## config.mk

```make
export PLATFORM = sky130hd
export DESIGN_NAME = spram_req_ctrl_flat
export DESIGN_NICKNAME = d
export VERILOG_FILES = /design/src/rtl/spram_pkg.sv /design/src/rtl/spram_req_ctrl_if.sv /design/src/rtl/spram_resp_fifo.sv /design/src/rtl/spram_req_ctrl.sv /design/src/flat_wrapper.sv
export SDC_FILE = /design/constraint.sdc
export NUM_CORES = 1
export LEC_CHECK = 0
export ABC_AREA = 1
export CORE_MARGIN = 2
export CORE_UTILIZATION = 30
export CTS_BUF_LIST = sky130_fd_sc_hd__clkbuf_8
export DETAILED_ROUTE_END_ITERATION = 16
export SLEW_MARGIN = 20
export SYNTH_ARGS = -nofsm -noshare
export SYNTH_HDL_FRONTEND = slang
export SYNTH_HIERARCHICAL = 1
export SYNTH_SLANG_ARGS = --single-unit
export TNS_END_PERCENT = 10
```

## constraint.sdc

```tcl
create_clock -name clk -period 4.15 [get_ports clk]
set_input_delay 0.83 -clock clk [delete_from_list [all_inputs] [get_ports clk]]
set_output_delay 0.83 -clock clk [all_outputs]
set_load 0.01 [all_outputs]
```

## src/rtl/spram_pkg.sv

```systemverilog
// rtl/spram_pkg.sv - shared defaults and width helpers for spram_req_ctrl
package spram_pkg;

    localparam int DEF_DATA_WIDTH = 32;
    localparam int DEF_DEPTH      = 128;
    localparam int DEF_LATENCY    = 1;

    function automatic int clog2_min1(input int n);
        return (n > 2) ? $clog2(n) : 1;
    endfunction

    // Counter width able to hold 0..entries inclusive.
    function automatic int count_width(input int entries);
        return clog2_min1(entries + 1);
    endfunction

endpackage

```

## src/rtl/spram_req_ctrl_if.sv

```systemverilog
// rtl/spram_req_ctrl_if.sv - client request/response handshake bundle for spram_req_ctrl
interface spram_req_ctrl_if
    import spram_pkg::*;
#(
    parameter int DATA_WIDTH = DEF_DATA_WIDTH,
    parameter int ADDR_WIDTH = clog2_min1(DEF_DEPTH)
) ();

    logic                  req_valid;
    logic                  req_ready;
    logic                  req_we;
    logic [ADDR_WIDTH-1:0] req_addr;
    logic [DATA_WIDTH-1:0] req_wdata;
    logic                  resp_valid;
    logic                  resp_ready;
    logic [DATA_WIDTH-1:0] resp_rdata;

    modport master (
        output req_valid, req_we, req_addr, req_wdata, resp_ready,
        input  req_ready, resp_valid, resp_rdata
    );

    modport slave (
        input  req_valid, req_we, req_addr, req_wdata, resp_ready,
        output req_ready, resp_valid, resp_rdata
    );

endinterface

```

## src/rtl/spram_resp_fifo.sv

```systemverilog
// rtl/spram_resp_fifo.sv - first-word-fall-through response FIFO with async active-low reset
module spram_resp_fifo
    import spram_pkg::*;
#(
    parameter  int WIDTH = DEF_DATA_WIDTH,
    parameter  int DEPTH = 2,
    localparam int PW    = clog2_min1(DEPTH),
    localparam int CW    = count_width(DEPTH)
) (
    input  logic             clk,
    input  logic             resetn,
    input  logic             push,
    input  logic [WIDTH-1:0] din,
    input  logic             pop,
    output logic [WIDTH-1:0] dout,
    output logic             empty,
    output logic             full,
    output logic [CW-1:0]    count
);

    logic [WIDTH-1:0] mem [DEPTH];
    logic [PW-1:0]    wr_ptr;
    logic [PW-1:0]    rd_ptr;
    logic             do_push;
    logic             do_pop;

    function automatic logic [PW-1:0] ptr_inc(input logic [PW-1:0] p);
        return (p == PW'(DEPTH - 1)) ? '0 : p + 1'b1;
    endfunction

    assign empty   = (count == '0);
    assign full    = (count == CW'(DEPTH));
    assign do_pop  = pop && !empty;
    assign do_push = push && !full;
    // Head reads as zero when empty so the response bus is quiet out of reset.
    assign dout    = empty ? '0 : mem[rd_ptr];

    always_ff @(posedge clk or negedge resetn) begin
        if (!resetn) begin
            wr_ptr <= '0;
            rd_ptr <= '0;
            count  <= '0;
        end else begin
            if (do_push) wr_ptr <= ptr_inc(wr_ptr);
            if (do_pop)  rd_ptr <= ptr_inc(rd_ptr);
            case ({do_push, do_pop})
                2'b10:   count <= count + 1'b1;
                2'b01:   count <= count - 1'b1;
                default: ;
            endcase
        end
    end

    always_ff @(posedge clk) begin
        if (do_push) mem[wr_ptr] <= din;
    end

    assert property (@(posedge clk) disable iff (!resetn) !(push && full))
        else $error("spram_resp_fifo: push while full");

endmodule

```

## src/rtl/spram_req_ctrl.sv

```systemverilog
// rtl/spram_req_ctrl.sv - credit-based SPRAM request front end; SPRAM_REQ_CTRL_WRITE_ACK_EN adds write acks
module spram_req_ctrl
    import spram_pkg::*;
#(
    parameter  int DATA_WIDTH = DEF_DATA_WIDTH,
    parameter  int DEPTH      = DEF_DEPTH,
    parameter  int LATENCY    = DEF_LATENCY,
    parameter  int RESP_DEPTH = LATENCY + 1,
    localparam int AW         = clog2_min1(DEPTH),
    localparam int CW         = count_width(RESP_DEPTH)
) (
    input  logic                  clk,
    input  logic                  resetn,
    spram_req_ctrl_if.slave       bus,
    output logic                  ram_en,
    output logic                  ram_we,
    output logic [AW-1:0]         ram_addr,
    output logic [DATA_WIDTH-1:0] ram_din,
    input  logic [DATA_WIDTH-1:0] ram_dout
);

    logic [CW-1:0]         credits;
    logic                  accept;
    logic                  takes_credit;
    logic                  pop;
    logic                  push;
    logic [LATENCY-1:0]    vpipe;
    logic [DATA_WIDTH-1:0] push_data;
    logic [AW-1:0]         addr_q;
    logic [DATA_WIDTH-1:0] din_q;
    logic                  fifo_empty;
    logic                  fifo_full;
    logic [CW-1:0]         fifo_count;

    assign bus.req_ready  = (credits != '0);
    assign accept         = bus.req_valid && bus.req_ready;
    assign bus.resp_valid = !fifo_empty;
    assign pop            = bus.resp_valid && bus.resp_ready;

`ifdef SPRAM_REQ_CTRL_WRITE_ACK_EN
    assign takes_credit = accept;
`else
    assign takes_credit = accept && !bus.req_we;
`endif

    // RAM pins follow the request combinationally; address/data hold when idle.
    assign ram_en   = accept;
    assign ram_we   = accept && bus.req_we;
    assign ram_addr = accept ? bus.req_addr  : addr_q;
    assign ram_din  = accept ? bus.req_wdata : din_q;

    always_ff @(posedge clk or negedge resetn) begin
        if (!resetn) begin
            credits <= CW'(RESP_DEPTH);
            vpipe   <= '0;
            addr_q  <= '0;
            din_q   <= '0;
        end else begin
            case ({takes_credit, pop})
                2'b10:   credits <= credits - 1'b1;
                2'b01:   credits <= credits + 1'b1;
                default: ;
            endcase
            vpipe <= (vpipe << 1) | LATENCY'(takes_credit);
            if (accept) begin
                addr_q <= bus.req_addr;
                din_q  <= bus.req_wdata;
            end
        end
    end

    assign push = vpipe[LATENCY-1];

`ifdef SPRAM_REQ_CTRL_WRITE_ACK_EN
    logic [LATENCY-1:0]    tpipe;
    logic [DATA_WIDTH-1:0] dpipe [LATENCY];

    always_ff @(posedge clk or negedge resetn) begin
        if (!resetn) tpipe <= '0;
        else         tpipe <= (tpipe << 1) | LATENCY'(accept && bus.req_we);
    end

    always_ff @(posedge clk) begin
        dpipe[0] <= bus.req_wdata;
        for (int i = 1; i < LATENCY; i++) dpipe[i] <= dpipe[i-1];
    end

    // A tagged exit is a write ack: return the captured write data, not RAM output.
    assign push_data = tpipe[LATENCY-1] ? dpipe[LATENCY-1] : ram_dout;
`else
    assign push_data = ram_dout;
`endif

    spram_resp_fifo #(
        .WIDTH (DATA_WIDTH),
        .DEPTH (RESP_DEPTH)
    ) u_fifo (
        .clk    (clk),
        .resetn (resetn),
        .push   (push),
        .din    (push_data),
        .pop    (pop),
        .dout   (bus.resp_rdata),
        .empty  (fifo_empty),
        .full   (fifo_full),
        .count  (fifo_count)
    );

    assert property (@(posedge clk) disable iff (!resetn)
                     (int'(fifo_count) + int'(credits) <= RESP_DEPTH) && (!fifo_full || credits == '0))
        else $error("spram_req_ctrl: credit accounting broken");

endmodule

```

## src/flat_wrapper.sv

```systemverilog
// flat-port wrapper written by rule: the top's interface ports become plain ports
module spram_req_ctrl_flat import spram_pkg::*;
#(
    parameter  int DATA_WIDTH = DEF_DATA_WIDTH,
    parameter  int DEPTH      = DEF_DEPTH,
    parameter  int LATENCY    = DEF_LATENCY,
    parameter  int RESP_DEPTH = LATENCY + 1,
    localparam int AW         = clog2_min1(DEPTH),
    localparam int CW         = count_width(RESP_DEPTH)
)
  (clk, resetn, ram_en, ram_we, ram_addr, ram_din, ram_dout, bus_req_valid, bus_req_we, bus_req_addr, bus_req_wdata, bus_resp_ready, bus_req_ready, bus_resp_valid, bus_resp_rdata);
  spram_req_ctrl_if #(.DATA_WIDTH(DATA_WIDTH), .ADDR_WIDTH((7))) bus_i ();
  input  logic clk;
  input  logic resetn;
  output logic ram_en;
  output logic ram_we;
  output logic [AW-1:0] ram_addr;
  output logic [DATA_WIDTH-1:0] ram_din;
  input  logic [DATA_WIDTH-1:0] ram_dout;
  input wire logic [$bits(bus_i.req_valid)-1:0] bus_req_valid;
  input wire logic [$bits(bus_i.req_we)-1:0] bus_req_we;
  input wire logic [$bits(bus_i.req_addr)-1:0] bus_req_addr;
  input wire logic [$bits(bus_i.req_wdata)-1:0] bus_req_wdata;
  input wire logic [$bits(bus_i.resp_ready)-1:0] bus_resp_ready;
  output wire logic [$bits(bus_i.req_ready)-1:0] bus_req_ready;
  output wire logic [$bits(bus_i.resp_valid)-1:0] bus_resp_valid;
  output wire logic [$bits(bus_i.resp_rdata)-1:0] bus_resp_rdata;
  assign bus_i.req_valid = bus_req_valid;
  assign bus_i.req_we = bus_req_we;
  assign bus_i.req_addr = bus_req_addr;
  assign bus_i.req_wdata = bus_req_wdata;
  assign bus_i.resp_ready = bus_resp_ready;
  assign bus_req_ready = bus_i.req_ready;
  assign bus_resp_valid = bus_i.resp_valid;
  assign bus_resp_rdata = bus_i.resp_rdata;
  spram_req_ctrl #(.DATA_WIDTH(DATA_WIDTH), .DEPTH(DEPTH), .LATENCY(LATENCY), .RESP_DEPTH(RESP_DEPTH)) u_core (.clk(clk), .resetn(resetn), .bus(bus_i), .ram_en(ram_en), .ram_we(ram_we), .ram_addr(ram_addr), .ram_din(ram_din), .ram_dout(ram_dout));
endmodule
```

# After elaboration in Yosys (flattened, before gate mapping)
# Memory sizes are Yosys's and may differ from the RTL's.
# Cells that the tools add are included.
# classes
addsub	6
multipliers	0
n_div	0
n_lt_le_gt_ge	0
eq_ne	5
shifts	0
mux	9
bitwise	0
reduce_logical	13
# ops
cell	n
$mux W32	2
$pmux W2 S2	2
$mux W7	1
$eq A2 B2 Y1 const B	3
$logic_and A1 B1 Y1	6
$reduce_bool A2 Y1	3
$add A2 B1 Y2 const B	2
$eq A2 B1 Y1 const B	2
$mux W1	4
$sub A2 B1 Y2 const B	2
$logic_not A1 Y1	3
$add A1 B1 Y1 const B	2
$logic_not A2 Y1	1
# word_totals
register_bits	46
latch_bits	0
ramBits	64
romBits	0
in_bits	76
output_inout_bits	75
word_cells	41
n_memories	1
# mem_list
memory	words	width	read_ports	rd_clocked_by_memory_dff	write_ports	line_no	rtl
u_core.u_fifo.mem	2	32	1	0	1	spram_resp_fifo.sv:21	logic [WIDTH-1:0] mem [DEPTH];

# Longest topological paths before layout
# Gate-level depths: netlist of the first run.
# depth
word_depth	6
mapped_depth	11
ltp_nobuf	11

# Hierarchy
# The synthesis of the first run kept the hierarchy.
# modules_own_cells
mod	instances	cells_each	area_per_inst_um2	seq_area_each_um2
spram_resp_fifo	1	202	2616.3	2021.9
spram_req_ctrl	1	189	1669.1	1052.3

# Worst setup path after synthesis of the first run
# Ideal clock, no wire load.
# synth_timing
path_kind	flip-flop to flip-flop
startpoint	register u_core.u_fifo.count[1]
endpoint	memory u_core/u_fifo/mem[1][0] (netlist bit) (enable)
setup_time_ns	0.421
t_arrival_ns	1.964
required_ns	3.729
setup_slack_ns	1.765
stages_incl_launch_ff	4
n_path_buf	0
period_less_slack_ns	2.385
path_cell_list	dfrtp_1 inv_1 o21ai_0 nor2_1
# synth_between
elab_chain_len	5
# synth_rtl
item	line_no	rtl
from (decl)	spram_resp_fifo.sv:18	output logic [CW-1:0] count
from (signal assigned)	spram_resp_fifo.sv:47	2'b10: count <= count + 1'b1;
from (signal assigned)	spram_resp_fifo.sv:48	2'b01: count <= count - 1'b1;
$eq A2 B2 Y1	spram_resp_fifo.sv:32	assign full = (count == CW'(DEPTH));
$logic_not A1 Y1	spram_resp_fifo.sv:34	assign do_push = push && !full;
$logic_and A1 B1 Y1	spram_resp_fifo.sv:34	
$mux W1	spram_resp_fifo.sv:55	if (do_push) mem[wr_ptr] <= din;
$mux W1 (implied by the code)	spram_resp_fifo.sv:55	
to (decl)	spram_resp_fifo.sv:21	
# Every way passes these cells.

# Final worst setup path of the first run
# layout_timing
startpoint	input bus_req_valid
endpoint	output ram_din[27]
# layout_between
elab_chain_len	2
# layout_rtl
item	line_no	rtl
from (decl)	flat_wrapper.sv:20	input wire logic [$bits(bus_i.req_valid)-1:0] bus_req_valid;
$logic_and A1 B1 Y1	spram_req_ctrl.sv:36	assign accept = bus.req_valid && bus.req_ready;
$mux W32	spram_req_ctrl.sv:50	assign ram_din = accept ? bus.req_wdata : din_q;
to (decl)	flat_wrapper.sv:18	output logic [DATA_WIDTH-1:0] ram_din;
# Every way passes these cells.

==> results.toml, run 1 <==
[critical_path]
path_max_fanout = 40
end_kind = "primary output"
rr_endpoint = "u_core/credits[1]$_DFFE_PN1P_"
worstPathArrival_ns = 2.63
r2r_slack_ns = 2.14
cp_top_family = "buffers and inverters"
cp-start-kind = "input port"
critPathBufInv = 3
cp_slowest_stage_delay_ns = 0.54
r2r_cells = 11
slowest_stage = "clkdlybuf4s50_1"
cp_cell_sequence = "clkdlybuf4s50_1 -> nand2_4 -> inv_4 -> nand2_1 -> nand2_1 -> clkdlybuf4s50_1"
required_ns = 3.32
crit_type = "input port to primary output"
rr_startpoint = "u_core/credits[1]$_DFFE_PN1P_"

[clocking]
ctsHoldBuffers = 0
clk_pin_slew_ns = 0.11
cts_tree = "yes"
ctsResizeCount = 0
htreeDepth = 3
cts.sink_count = 110
cts_inserted_buffers = 9
clockBufferDepth = 2
clockRootBuffer = "clkbuf_8"
post_cts_buffers = 0
clk_latency_ns = 0.39

[worst_hold_path]
min_path_type = "input port to asynchronous set/reset pin"

[sta]
drv_slew = 0
finalSetupViolations = 0
fin_worst_skew_ns = 0.0113
tightest_slew_ns = 0.942
timing.fmax_mhz = 289
hold_violations = 0
period_share_pct = 83.3
fin_crit_ns = 3.46
finalSetupTns_ns = 0
rsz0062_at_grt = "false"
holdWs_ns = 0.448
max-slew-margin-rel_pct = 37.0

[flow_run]
drv_cap = 0

[pwr]
p_comb_share_pct = 47.0
p_int_mw = 2.63
power.total_mw = 4.10
vdd_ir_drop_max_uv = 284
power_density_nw_per_um2 = 672
p_sw_share_pct = 35.8
p_leak_nw = 2.53
pwr-share-clk_pct = 15.0
seq_power_share_pct = 38.0
p_sw_mw = 1.47

[route]
routed_via_density = 4.33
vias = 3133
wirelength_um = 9780
wire_per_inst_um = 13.5
drt_iter0_markers = 180
drc_errors = 0
ant_nets = 0
dr.pass1.iters = 4

[die]
core-area_um2 = 13900
die_h_um = 124
die_x_um = 124
ioPinCount = 151
die_area_um2 = 15300
initial_core_util_pct = 30.8
row_count = 43

[global_route]
grt_usage_pct = 13.3
grt_pass1_vias = 3060
antenna_found_initial = 0
grt_overflow = 0
grt_pass1_wl_um = 15400
grt_max_degree = 47

[cells_and_area]
final_nets = 616
fillers = 1315
fin_util_pct = 43.8
syn_to_final_growth_pct = 42.3
layout.cells.non_filler = 723
drive_gt1_share_pct = 5.16
n_antenna_cell = 0

[yosys]
synthCells = 391
yosysSeqAreaShare_pct = 71.7
ys_seq_elements = 110
syn-num-nets = 469
yosys_warnings = 6
postSynthAreaPerCell_um2 = 11.0
synth_cell_types = 20
synthesis.area_um2 = 4290

[place]
dpl.cell_count = 707
dpl.hpwl_um = 6390
io_buffer_count = 150
gp_congestion = 0.703

[run_status]
status = "completed"
## power by group through the flow
stage | registers [mW] | clock network, mW | logic, mW
final | 1.56 | 0.613 | 1.93
after global routing | 1.59 | 0.684 | 2.14
after CTS | 1.56 | 0.639 | 1.96
after detailed placement | 1.58 | 0 | 1.95
after global placement | 1.58 | 0 | 1.93
after floorplan | 1.56 | 0 | 0.971
## worst max-delay path by stage
stage                                             from                                end  cells after the start
finish                                   bus_req_valid                        ram_din[27]                      6
global route                             bus_req_valid                        ram_din[19]                      6
global placement                         bus_req_valid                        ram_din[27]                      6
detailed placement                       bus_req_valid                        ram_din[27]                      6
floorplan           u_core/u_fifo/count[1]$_DFFE_PN0P_  u_core/u_fifo/mem[1][0]$_DFFE_PP_                      3
CTS                                      bus_req_valid                        ram_din[27]                      6
## cell usage after synthesis
| library cell | instances | share of area [%] |
|---|---|---|
| dfrtp_1 | 45 | 26 |
| buf_6 | 4 | 1.1 |
| ha_1 | 2 | 0.58 |
| nand2_4 | 1 | 0.26 |
| dfstp_2 | 1 | 0.61 |
| buf_2 | 8 | 0.93 |
| inv_4 | 1 | 0.15 |
| nor2_2 | 1 | 0.15 |
| xnor2_1 | 2 | 0.41 |
| nand2_1 | 193 | 17 |
| nand4_1 | 2 | 0.29 |
| inv_2 | 2 | 0.18 |
| o21ai_0 | 2 | 0.23 |
| edfxtp_1 | 64 | 45 |
| nand2_2 | 1 | 0.15 |
| buf_4 | 6 | 1.1 |
| a21oi_1 | 32 | 3.7 |
| nor2_1 | 6 | 0.53 |
| nand3_1 | 3 | 0.35 |
| inv_1 | 15 | 1.3 |
## metrics by stage
step	cell area, µm²	setup slack, ns
finish	6100	0.694
detailed placement	5910	0.675
floorplan	4290	1.76
CTS	6100	0.671
global route	6100	0.557
global placement	5910	0.690
## layout by cell type, fill, tap and decap left out, drive strengths merged
master	netlist	routed
dfrtp	45	45
buf	18	5
ha	2	2
a21oi	32	32
xnor2	2	2
clkbuf	0	9
edfxtp	64	64
nand3	3	3
inv	18	22
nand2	195	195
dfstp	1	1
clkdlybuf4s50	0	149
nand4	2	2
nor2	7	7
o21ai	2	2
clkinv	0	3
## metal layers
layer  vias up  GRT usage, %  wire length, µm
met5         -             0                0
li1       1548             -                -
met1      1443          17.0             4440
met2       131          19.9             4170
met4         0          5.75              170
met3        11          5.49              992
## registers in the layout, indices dropped and copies added, names as in the netlist
name,cells
u_core/push,1
u_core/u_fifo/rd_ptr,1
u_core/credits,2
u_core/u_fifo/mem,64
u_core/din_q,32
u_core/u_fifo/count,2
u_core/u_fifo/wr_ptr,1
u_core/addr_q,7
## layout make-up
cell class	count	area (µm²)	share of cell area, %
Sequential cell	110	3070	50.4
Timing Repair Buffer	154	1530	25.1
Multi-Input combinational cell	245	1020	16.7
Tap cell	180	225	3.69
Clock buffer	9	124	2.03
Inverter	18	70.1	1.15
Clock inverter	7	58.8	0.964
## cells by family (layout without fill, tap and decap cells)
| family | after synthesis | in the layout | synth area share (%) |
|---|---|---|---|
| AOI/OAI and AO/OA | 34 | 34 | 3.97 |
| xor gates and xnor gates | 2 | 2 | 0.409 |
| adders and majority gates | 2 | 2 | 0.584 |
| buffers and inverters | 36 | 188 | 4.67 |
| DFF | 110 | 110 | 71.7 |
| and+or+nand+nor | 207 | 207 | 18.6 |
Note: power is estimated with default switching activity, not from simulation.
==> inputs of run 2 (changes only) <==
==> constraint.sdc (replaced) <==
create_clock -name clk -period 3.4 [get_ports clk]
set_input_delay 0.68 -clock clk [delete_from_list [all_inputs] [get_ports clk]]
set_output_delay 0.68 -clock clk [all_outputs]
set_load 0.01 [all_outputs]
==> results.toml, run 2 (same netlist as run 1, synthesis figures left out) <==
[sta]
drv_slew = 0
worst_slack_ns = 0.257
hold_violations = 0
max-slew-margin-rel_pct = 34.8
timing.fmax_mhz = 318
fin_worst_skew_ns = 0.00872
rsz0062_at_grt = "false"
fin_crit_ns = 3.14
tightest_slew_ns = 0.976
period_share_pct = 92.4
finalSetupViolations = 0
finalSetupTns_ns = 0

[place]
dp_slack_ns = 0.237
gp_congestion = 0.719
io_buffer_count = 150
dpl.hpwl_um = 6670

[route]
ant_nets = 0
dr.pass1.iters = 4
wire_per_inst_um = 14.0
vias = 3160
drt_iter0_markers = 146
drc_errors = 0
routed_via_density = 4.36
wirelength_um = 10100

[clocking]
htreeDepth = 3
clockBufferDepth = 2
clockRootBuffer = "clkbuf_8"
cts.sink_count = 110
ctsResizeCount = 0
clk_latency_ns = 0.38
cts_inserted_buffers = 9
post_cts_buffers = 0
cts_tree = "yes"
ctsHoldBuffers = 0
clk_pin_slew_ns = 0.11

[critical_path]
rr_endpoint = "u_core/u_fifo/mem[1][10]$_DFFE_PP_"
required_ns = 2.72
path_max_fanout = 40
end_kind = "primary output"
crit_type = "input port to primary output"
r2r_slack_ns = 1.51
r2r_cells = 3
rr_startpoint = "u_core/u_fifo/count[1]$_DFFE_PN0P_"
worstPathArrival_ns = 2.46
cp-start-kind = "input port"

[cells_and_area]
regMostFlops = "u_core/u_fifo/mem"
final_nets = 617
multiInputGateArea_um2 = 1020
register_area_um2 = 3070
top_regs = "u_core/u_fifo/mem x64, u_core/din_q x32, u_core/addr_q x7"
syn_to_final_growth_pct = 42.6
most-common-layout-cells = "nand2_1, clkdlybuf4s50_1, edfxtp_1, dfrtp_1, a21oi_1"
fillers = 1344
drive_gt1_share_pct = 5.51
n_antenna_cell = 0
final_common_cell = "nand2_1"
largest_register_ffs = 64

[global_route]
grt_max_degree = 47
antenna_found_initial = 0
grt_pass1_vias = 3336
grt_overflow = 0
grt_pass1_wl_um = 16200
grt_usage_pct = 13.8

[pwr]
vdd_ir_drop_max_uv = 387
pwr-share-clk_pct = 15.1
p_leak_nw = 2.53
p_int_mw = 3.22
p_comb_share_pct = 47.1
p_sw_mw = 1.82
p_sw_share_pct = 36.0
power_density_nw_per_um2 = 825
seq_power_share_pct = 37.8

[die]
die_area_um2 = 15300
core-area_um2 = 13900
ioPinCount = 151
initial_core_util_pct = 30.8
die_h_um = 124
die_x_um = 124
row_count = 43

[flow_run]
drv_cap = 0

[run_status]
status = "completed"

[worst_hold_path]
min_path_type = "input port to asynchronous set/reset pin"
==> run 2: cell types whose count changed in the layout (fill, tap and decap cells not counted), sizes merged <==
cell      previous run  this run
clkinv               3         2
buf                  5         6
clkinvlp             0         1
==> run 2: power groups by stage <==
stage / Combinational [mW] / Sequential [mW] / Clock, mW
2_1_floorplan: 1.19 / 1.91 / 0
3_3_place_gp: 2.37 / 1.93 / 0
3_5_place_dp: 2.40 / 1.94 / 0
4_1_cts: 2.42 / 1.91 / 0.801
5_1_grt: 2.63 / 1.95 / 0.853
6_report: 2.37 / 1.91 / 0.759
==> run 2: worst max path at each step <==
| stage | from | endpoint | slack (ns) | depth (start not counted) |
|---|---|---|---|---|
| after floorplan | u_core/u_fifo/count[1]$_DFFE_PN0P_ | u_core/u_fifo/mem[1][0]$_DFFE_PP_ | 1.01 | 3 |
| after detailed placement | bus_req_valid | ram_din[21] | 0.24 | 6 |
| final | bus_req_valid | ram_din[6] | 0.26 | 6 |
| after CTS | bus_req_valid | ram_din[21] | 0.23 | 6 |
| after global placement | bus_req_valid | ram_din[7] | 0.26 | 6 |
| after global routing | bus_req_valid | ram_din[6] | 0.11 | 6 |
==> run 2: layer usage <==
metal,global-route usage [%],part of all wire (%)
met1,17.6,44
met2,21.2,44
met3,5.26,10
met4,5.75,1.6
met5,0,0
==> run 2: worst max-delay path: stages <==
cell and delay (ns):
clkdlybuf4s50_1 0.50, nand2_4 0.16, inv_4 0.34, nand2_1 0.11, nand2_1 0.09, clkdlybuf4s50_1 0.56
==> run 2: area by class of cell <==
class,instances,area share (%)
sequential,110,50.3
timing repair buffer,155,25.1
multi-input combinational,245,16.7
tap,180,3.69
clock buffer,9,2.03
inverter,18,1.15
clock inverter,7,1.00
==> run 2: metrics by stage <==
step                power, mW  hold slack, ns  cells  area (µm²)  utilization [%]
finish                   5.04           0.297    724        6110             43.8
global route             5.43           0.322    724        6110             43.8
CTS                      5.13           0.477    724        6110             43.8
detailed placement       4.33           0.459    708        5920             42.5
global placement         4.30           0.450    708        5920             42.5
floorplan                3.09           0.384    391        4290                -
==> inputs of run 3 (changes only) <==
--- a/config.mk
+++ b/config.mk
@@ -10,6 +10,7 @@
 export CORE_UTILIZATION = 30
 export CTS_BUF_LIST = sky130_fd_sc_hd__clkbuf_8
 export DETAILED_ROUTE_END_ITERATION = 16
+export GPL_TIMING_DRIVEN = 0
 export SLEW_MARGIN = 20
 export SYNTH_ARGS = -nofsm -noshare
 export SYNTH_HDL_FRONTEND = slang
==> results.toml, run 3 (same netlist as run 1, synthesis figures left out) <==
[run_status]
status = "completed"

[critical_path]
required_ns = 2.72
worstPathArrival_ns = 2.23
cp-start-kind = "input port"
rr_startpoint = "u_core/u_fifo/count[0]$_DFFE_PN0P_"
crit_type = "input port to primary output"
critPathLaunch = "bus_req_valid"
end_kind = "primary output"
path_max_fanout = 10

[sta]
fin_crit_ns = 2.91
tightest_slew_ns = 0.751
fin_worst_skew_ns = 0.0173
rsz0062_at_grt = "false"
worst_slack_ns = 0.495
timing.fmax_mhz = 344
drv_slew = 0
hold_violations = 0
period_share_pct = 85.4
finalSetupViolations = 0
finalSetupTns_ns = 0
max-slew-margin-rel_pct = 49.9

[die]
ioPinCount = 151
die_area_um2 = 15300
core-area_um2 = 13900
initial_core_util_pct = 30.8
die_h_um = 124
row_count = 43
die_x_um = 124

[route]
dr.pass1.iters = 4
wirelength_um = 10300
vias = 3234
drc_errors = 0
drt_iter0_markers = 146
routed_via_density = 4.38
ant_nets = 0
wire_per_inst_um = 14.0

[global_route]
antenna_found_initial = 0
grt_pass1_vias = 3388
grt_overflow = 0
grt_max_degree = 33
grt_pass1_wl_um = 16500
grt_usage_pct = 14.2

[cells_and_area]
most-common-layout-cells = "nand2_1, clkdlybuf4s50_1, edfxtp_1, dfrtp_1, a21oi_1"
syn_to_final_growth_pct = 45.9
regMostFlops = "u_core/u_fifo/mem"
drive_gt1_share_pct = 8.23
top_regs = "u_core/u_fifo/mem x64, u_core/din_q x32, u_core/addr_q x7"
n_antenna_cell = 0
fillers = 1343
largest_register_ffs = 64
final_nets = 632
final_common_cell = "nand2_1"

[pwr]
vdd_ir_drop_max_uv = 371
power_density_nw_per_um2 = 821
pwr-share-clk_pct = 14.7
seq_power_share_pct = 37.0
p_int_mw = 3.30
p_leak_nw = 2.62
p_sw_mw = 1.83
p_sw_share_pct = 35.7
p_comb_share_pct = 48.3

[place]
io_buffer_count = 150
dpl.hpwl_um = 7410
dp_slack_ns = 0.477
gp_congestion = 0.703

[clocking]
clk_pin_slew_ns = 0.11
ctsResizeCount = 0
post_cts_buffers = 0
cts_tree = "yes"
clk_latency_ns = 0.39
clockRootBuffer = "clkbuf_8"
ctsHoldBuffers = 0
htreeDepth = 3
cts_inserted_buffers = 9
cts.sink_count = 110
clockBufferDepth = 2

[flow_run]
drv_cap = 0

[worst_hold_path]
min_path_type = "input port to asynchronous set/reset pin"
[run 3: changes by cell type in the layout (fill, tap and decap cells not counted), sizes merged]
cell	delta
clkinvlp	-1
buf	+15
inv	+1
[run 3: final cells by class]
class,count,area (µm²),share of cell area [%]
inverters,18,70.1,1.12
plain buffers,18,130,2.08
clock buffers,9,124,1.98
flip-flops and latches,110,3070,49.2
clock inverters,7,60.1,0.960
repair buffers,152,1550,24.8
multi-input cells,245,1020,16.3
well taps,180,225,3.60
[run 3: final timing paths]
kind | end | slack, ns | cells after the start
hold / removal | u_core/u_fifo/wr_ptr$_DFFE_PN0P_ | 0.28 | 1
hold reg to reg | u_core/credits[1]$_DFFE_PN1P_ | 0.47 | 2
min in group clk | u_core/credits[1]$_DFFE_PN1P_ | 0.47 | 2
max in group asynchronous | u_core/din_q[3]$_DFF_PN0_ | 2.59 | 2
setup reg to reg | u_core/u_fifo/count[1]$_DFFE_PN0P_ | 1.46 | 10
setup / recovery | ram_din[6] | 0.49 | 6
[run 3: power groups by stage]
stage	combinational (mW)	clock [mW]	sequential, mW
global placement	2.46	0	1.93
global route	2.76	0.846	1.94
finish	2.48	0.756	1.90
CTS	2.53	0.791	1.90
detailed placement	2.51	0	1.93
floorplan	1.19	0	1.91
[run 3: critical path, stage by stage]
cell,delay [ns]
clkdlybuf4s50_1,0.44
nand2_4,0.12
buf_2,0.23
nand2_1,0.09
nand2_1,0.10
clkdlybuf4s50_1,0.56
[run 3: through the flow]
| stage | power (mW) | instances | instance area (µm²) | util [%] | hold slack, ns |
|---|---|---|---|---|---|
| 2_1_floorplan | 3.09 | 391 | 4290 | - | 0.384 |
| 3_3_place_gp | 4.39 | 721 | 6010 | 43.1 | 0.458 |
| 3_5_place_dp | 4.44 | 723 | 6070 | 43.6 | 0.455 |
| 4_1_cts | 5.22 | 739 | 6250 | 44.9 | 0.287 |
| 5_1_grt | 5.55 | 739 | 6250 | 44.9 | 0.314 |
| 6_report | 5.14 | 739 | 6250 | 44.9 | 0.285 |
[run 3: per-layer routing]
layer,track usage (%),vias to the layer above,routed length (µm)
li1,-,1589,-
met1,16.9,1496,4440
met2,22.7,137,4540
met3,5.72,12,1170
met4,6.04,0,180
met5,0,-,0
